File: config.mk
export PLATFORM = sky130hd
export DESIGN_NAME = mips_mult_unit
export DESIGN_NICKNAME = d
export VERILOG_FILES = /design/src/rtl/mips_mult_unit.sv
export SDC_FILE = /design/constraint.sdc
export NUM_CORES = 1
export LEC_CHECK = 0
export ABC_AREA = 0
export CAP_MARGIN = 40
export CORE_MARGIN = 1.5
export CORE_UTILIZATION = 45
export DETAILED_ROUTE_END_ITERATION = 8
export MAX_ROUTING_LAYER = met4
export PLACE_DENSITY = 0.67
export SLEW_MARGIN = 20
export SYNTH_ARGS = -nofsm -noshare
export SYNTH_HDL_FRONTEND = slang
export SYNTH_SLANG_ARGS = --single-unit
export TNS_END_PERCENT = 100
File: constraint.sdc
create_clock -name clk -period 6.1 [get_ports clk]
set_input_delay 0.61 -clock clk [delete_from_list [all_inputs] [get_ports clk]]
set_output_delay 0.61 -clock clk [all_outputs]
set_load 0.01 [all_outputs]
File: src/rtl/mips_mult_unit.sv
// Multi-cycle shift-add MULT/MULTU unit producing {hi,lo} with start/busy/done.
// Define MULT_EARLY_EXIT_EN to leave RUN once the multiplier register empties.
module mips_mult_unit #(
   parameter int WIDTH = 32
) (
   input  logic             clk,
   input  logic             rst,
   input  logic             start,
   input  logic             signed_op,
   input  logic [WIDTH-1:0] op_a,
   input  logic [WIDTH-1:0] op_b,
   output logic             busy,
   output logic             done,
   output logic [WIDTH-1:0] hi,
   output logic [WIDTH-1:0] lo
);

   localparam int CW = $clog2(WIDTH + 1);

   typedef enum logic [1:0] {
      IDLE,
      RUN,
      DONE
   } state_t;

   state_t             state;
   logic [2*WIDTH-1:0] acc;
   logic [2*WIDTH-1:0] mcand;
   logic [WIDTH-1:0]   mplier;
   logic [CW-1:0]      cnt;
   logic               neg;

   logic [WIDTH-1:0]   mag_a;
   logic [WIDTH-1:0]   mag_b;
   logic [2*WIDTH-1:0] acc_nxt;
   logic [WIDTH-1:0]   mplier_nxt;
   logic [CW-1:0]      cnt_nxt;
   logic               last;

   // Two's-complement magnitude; the most negative value maps onto itself.
   always_comb begin
      mag_a = (signed_op && op_a[WIDTH-1]) ? (~op_a + 1'b1) : op_a;
      mag_b = (signed_op && op_b[WIDTH-1]) ? (~op_b + 1'b1) : op_b;
   end

   always_comb begin
      acc_nxt    = mplier[0] ? (acc + mcand) : acc;
      mplier_nxt = mplier >> 1;
      cnt_nxt    = cnt - CW'(1);
`ifdef MULT_EARLY_EXIT_EN
      last       = (cnt_nxt == '0) || (mplier_nxt == '0);
`else
      last       = (cnt_nxt == '0);
`endif
   end

   always_ff @(posedge clk or negedge rst) begin
      if (!rst) begin
         state  <= IDLE;
         busy   <= 1'b0;
         done   <= 1'b0;
         hi     <= '0;
         lo     <= '0;
         acc    <= '0;
         mcand  <= '0;
         mplier <= '0;
         cnt    <= '0;
         neg    <= 1'b0;
      end else begin
         done <= 1'b0;
         unique case (state)
            IDLE: begin
               if (start) begin
                  mcand  <= {{WIDTH{1'b0}}, mag_a};
                  mplier <= mag_b;
                  neg    <= signed_op & (op_a[WIDTH-1] ^ op_b[WIDTH-1]);
                  acc    <= '0;
                  cnt    <= CW'(WIDTH);
                  busy   <= 1'b1;
                  state  <= RUN;
               end
            end
            RUN: begin
               acc    <= acc_nxt;
               mcand  <= mcand << 1;
               mplier <= mplier_nxt;
               cnt    <= cnt_nxt;
               if (last) begin
                  busy  <= 1'b0;
                  state <= DONE;
               end
            end
            DONE: begin
               {hi, lo} <= neg ? (~acc + 1'b1) : acc;
               done     <= 1'b1;
               state    <= IDLE;
            end
            default: state <= IDLE;
         endcase
      end
   end

endmodule

==> flow_summary.json <==
{
  "status": "finished, final reports clean",
  "final_area_mm2": 0.0178,
  "synth_edf_count": 0,
  "finalSetupViolCount": 0,
  "multiInputGateArea_mm2": 0.00887,
  "cts_tree": "built",
  "ys.flop_type": "dfrtp_1",
  "finalCriticalPeriod_ps": 3720,
  "io_buffers": 133,
  "seq_area_frac_synth_pct": 38.6,
  "drive_above_1_share_pct": 4.43,
  "grt_busiest_layer": "met1",
  "critPathSlowestCell": "o31ai_1",
  "num_io_pins": 134,
  "placed_area_mm2": 0.0169,
  "routed_wl_mm": 39.2,
  "crit_arrival_ps": 4170,
  "cts_resized": 0,
  "htreeDepth": 1,
  "critical-path-max-stage-delay_ps": 610,
  "synth_top_cells_by_area": "dfrtp_1 (39%), o21ai_0 (9.4%), nand2_1 (7.4%)",
  "syn_area_per_cell_um2": 8.45,
  "clk_pin_slew_ps": 70,
  "synth_top_family_by_area": "compound AO/OA/AOI/OAI gates",
  "yosys.area_share.xor_xnor_pct": 10.2,
  "critPathRequiredTime_ps": 6550,
  "r2r.worst_path.cells": 10,
  "drv_cap": 0,
  "die_y_um": 187,
  "worstSkewPairLatency_ps": 540,
  "rsz0062_at_grt": "no",
  "fin_skew_ps": 21.1,
  "fillers": 3112,
  "antenna_found_initial": 0,
  "vias_per_cell": 5.72,
  "n_antenna_cell": 0,
  "start_util_pct": 45.5,
  "pwr_density_cell_mw_per_mm2": 490,
  "cts_made_buffers": 26,
  "crit_start": "acc[4]$_DFFE_PN0P_",
  "vias": 13400,
  "grt_first_pass_wirelength_mm": 64.6,
  "synth_warnings": 0,
  "grt_max_degree": 137,
  "synth_area_mm2": 0.0152,
  "fin_crit_sh_pct": 61.0,
  "crit_chain": "ha_1 -> o211ai_1 -> o21ai_0 -> a41oi_1 -> o31ai_1 -> a31oi_1 -> o2111a_1 -> o31ai_1 -> a21oi_1 -> o211ai_1",
  "path_max_fanout": 6,
  "reg2reg_from": "acc[4]$_DFFE_PN0P_",
  "gp_congestion": 0.957,
  "grt_pass1_vias": 12400,
  "met3_usage_pct": 4.45,
  "nNetsFinal": 2014,
  "critPathLaunchType": "register",
  "finalHoldViolations": 0,
  "cts_num_sinks": 235,
  "dpl.cell_count": 2297,
  "ant_nets": 0,
  "syn_to_final_growth_pct": 17.1,
  "die_w_um": 187,
  "cts_hold_repair.buffers": 0,
  "worst_pin_slew_ps": 812,
  "grt_remaining_overflow": 0,
  "coreArea_mm2": 0.0334,
  "synth_compound_area_share_pct": 25.3,
  "dp_hpwl_mm": 30.1,
  "finalNonFillerCells": 2344,
  "ir_drop_mv": 0.269,
  "cp.buffers_inverters": 0,
  "final-max-slew-violation-count": 0,
  "drc": 0,
  "clock-root-buffer": "clkbuf_16",
  "syn_inst": 1801,
  "cts_setup_buffers": 0,
  "synthAdderAreaFrac_pct": 5.72,
  "synthMuxAreaShare_pct": 0.0658,
  "yosys.area.top_type_share_pct": 38.6,
  "async_flop_share_pct": 100,
  "regArea_mm2": 0.00588,
  "cp-end-kind": "register",
  "drt_pre_antenna_iters": 6,
  "grt_use_total_pct": 23.0,
  "slew-limit-headroom_pct": 45.4,
  "std_cell_rows": 67,
  "synthSimpleGateAreaFrac_pct": 16.7,
  "synth_area_leader_cell": "dfrtp_1",
  "grt_use_met2_pct": 32.1,
  "worstHoldPathType": "in2async",
  "wire_per_inst_um": 16.7,
  "die-area_mm2": 0.0349,
  "reg2reg_slack_ps": 2380,
  "fmax_mhz": 269,
  "syn_nets": 1938,
  "grt_util_met1_pct": 34.3,
  "worstReg2RegEnd": "acc[61]$_DFFE_PN0P_",
  "drt_iter0_markers": 832,
  "critical_path_class": "reg2reg",
  "cts_buffer_depth": 3,
  "post_synth_num_cell_types": 70,
  "tns_ps": 0,
  "yosys_register_bits": 235,
  "leakage_nw": 7.50,
  "cp_top_family": "compound AO/OA/AOI/OAI gates"
}
-- worst max-delay path by stage --
stage / end / slack, ps / depth (start not counted)
floorplan: acc[61]$_DFFE_PN0P_ / 3120 / 10
global placement: mcand[27]$_DFFE_PN0P_ / 2200 / 10
detailed placement: mcand[25]$_DFFE_PN0P_ / 2170 / 10
CTS: acc[61]$_DFFE_PN0P_ / 2410 / 10
global route: acc[61]$_DFFE_PN0P_ / 2160 / 10
finish: acc[61]$_DFFE_PN0P_ / 2380 / 10
-- where the power goes --
group | switching (mW) | total [mW] | internal (mW)
logic | 2.64 | 4.38 | 1.74
clock network | 0.653 | 1.60 | 0.945
registers | 0.668 | 2.75 | 2.09
total | 3.96 | 8.73 | 4.77
-- cell usage after synthesis (all sizes together), types with 6 or more instances --
cell and count:
a211oi 11, a21o 25, a21oi 108, a22oi 59
a31oi 12, and2 12, buf 13, clkbuf 85
dfrtp 235, ha 68, inv 34, nand2 300
nand2b 15, nand3 22, nand4 17, nor2 81
nor3 29, nor4 16, o211ai 11, o21a 6
o21ai 291, o21bai 13, o31ai 31, o41ai 17
or2 7, or3 24, or4 11, xnor2 74
xor2 104
-- stage by stage --
stage / hold slack (ps) / power, mW / util (%) / setup WS (ps)
finish: 91.6 / 8.73 / 53.3 / 2380
global route: 160 / 9.43 / 53.3 / 2160
CTS: 117 / 8.72 / 53.3 / 2410
detailed placement: 471 / 7.10 / 50.6 / 2170
global placement: 460 / 6.97 / 50.4 / 2200
floorplan: 314 / 5.77 / - / 3120
-- state kept, by name, indices dropped and copies added (netlist names) --
signal  count
lo         32
busy        1
hi         32
acc        64
cnt         6
mplier     32
done        1
state       2
neg         1
mcand      64
-- cell families (layout without fill, tap and decap cells) --
kind of cell	count (synthesis)	after routing
DFF	235	235
buffers and inverters	132	227
xor gates and xnor gates	178	178
muxes	1	1
AOI/OAI and AO/OA	632	632
and+or+nand+nor	554	554
adders and majority gates	69	69
-- per-layer routing --
metal	wire length [um]	share of wire, %	vias to the layer above
li1	-	-	6659
met1	19400	49	6269
met2	15800	40	435
met3	3310	8.5	47
met4	676	1.7	0
met5	0	0	-
-- cells in the final DEF, fill, tap and decap left out, types with 7 or more instances in the layout --
master,instances
nand2b_1,13
nand3_1,22
o211ai_1,11
nor3_1,29
a21o_1,25
o21ai_0,285
or4_1,9
nand4_1,17
o31ai_1,29
inv_1,34
o21bai_1,13
xnor2_1,74
nor2_1,78
a22oi_1,59
xor2_1,104
and2_1,11
clkbuf_16,27
a31oi_1,12
a21oi_1,108
nor4_1,16
dfrtp_1,234
buf_4,7
ha_1,68
o41ai_1,15
or3_1,24
nand2_1,298
a211oi_1,11
clkdlybuf4s50_1,132
-- final cells by class --
type	instances	share of cell area [%]
clock inverter	14	0.786
tap	448	3.15
sequential	235	33.0
clock buffer	33	4.14
timing repair buffer	146	8.44
inverter	34	0.716
multi-input combinational	1434	49.8
Power figures use the tool's default switching activity.
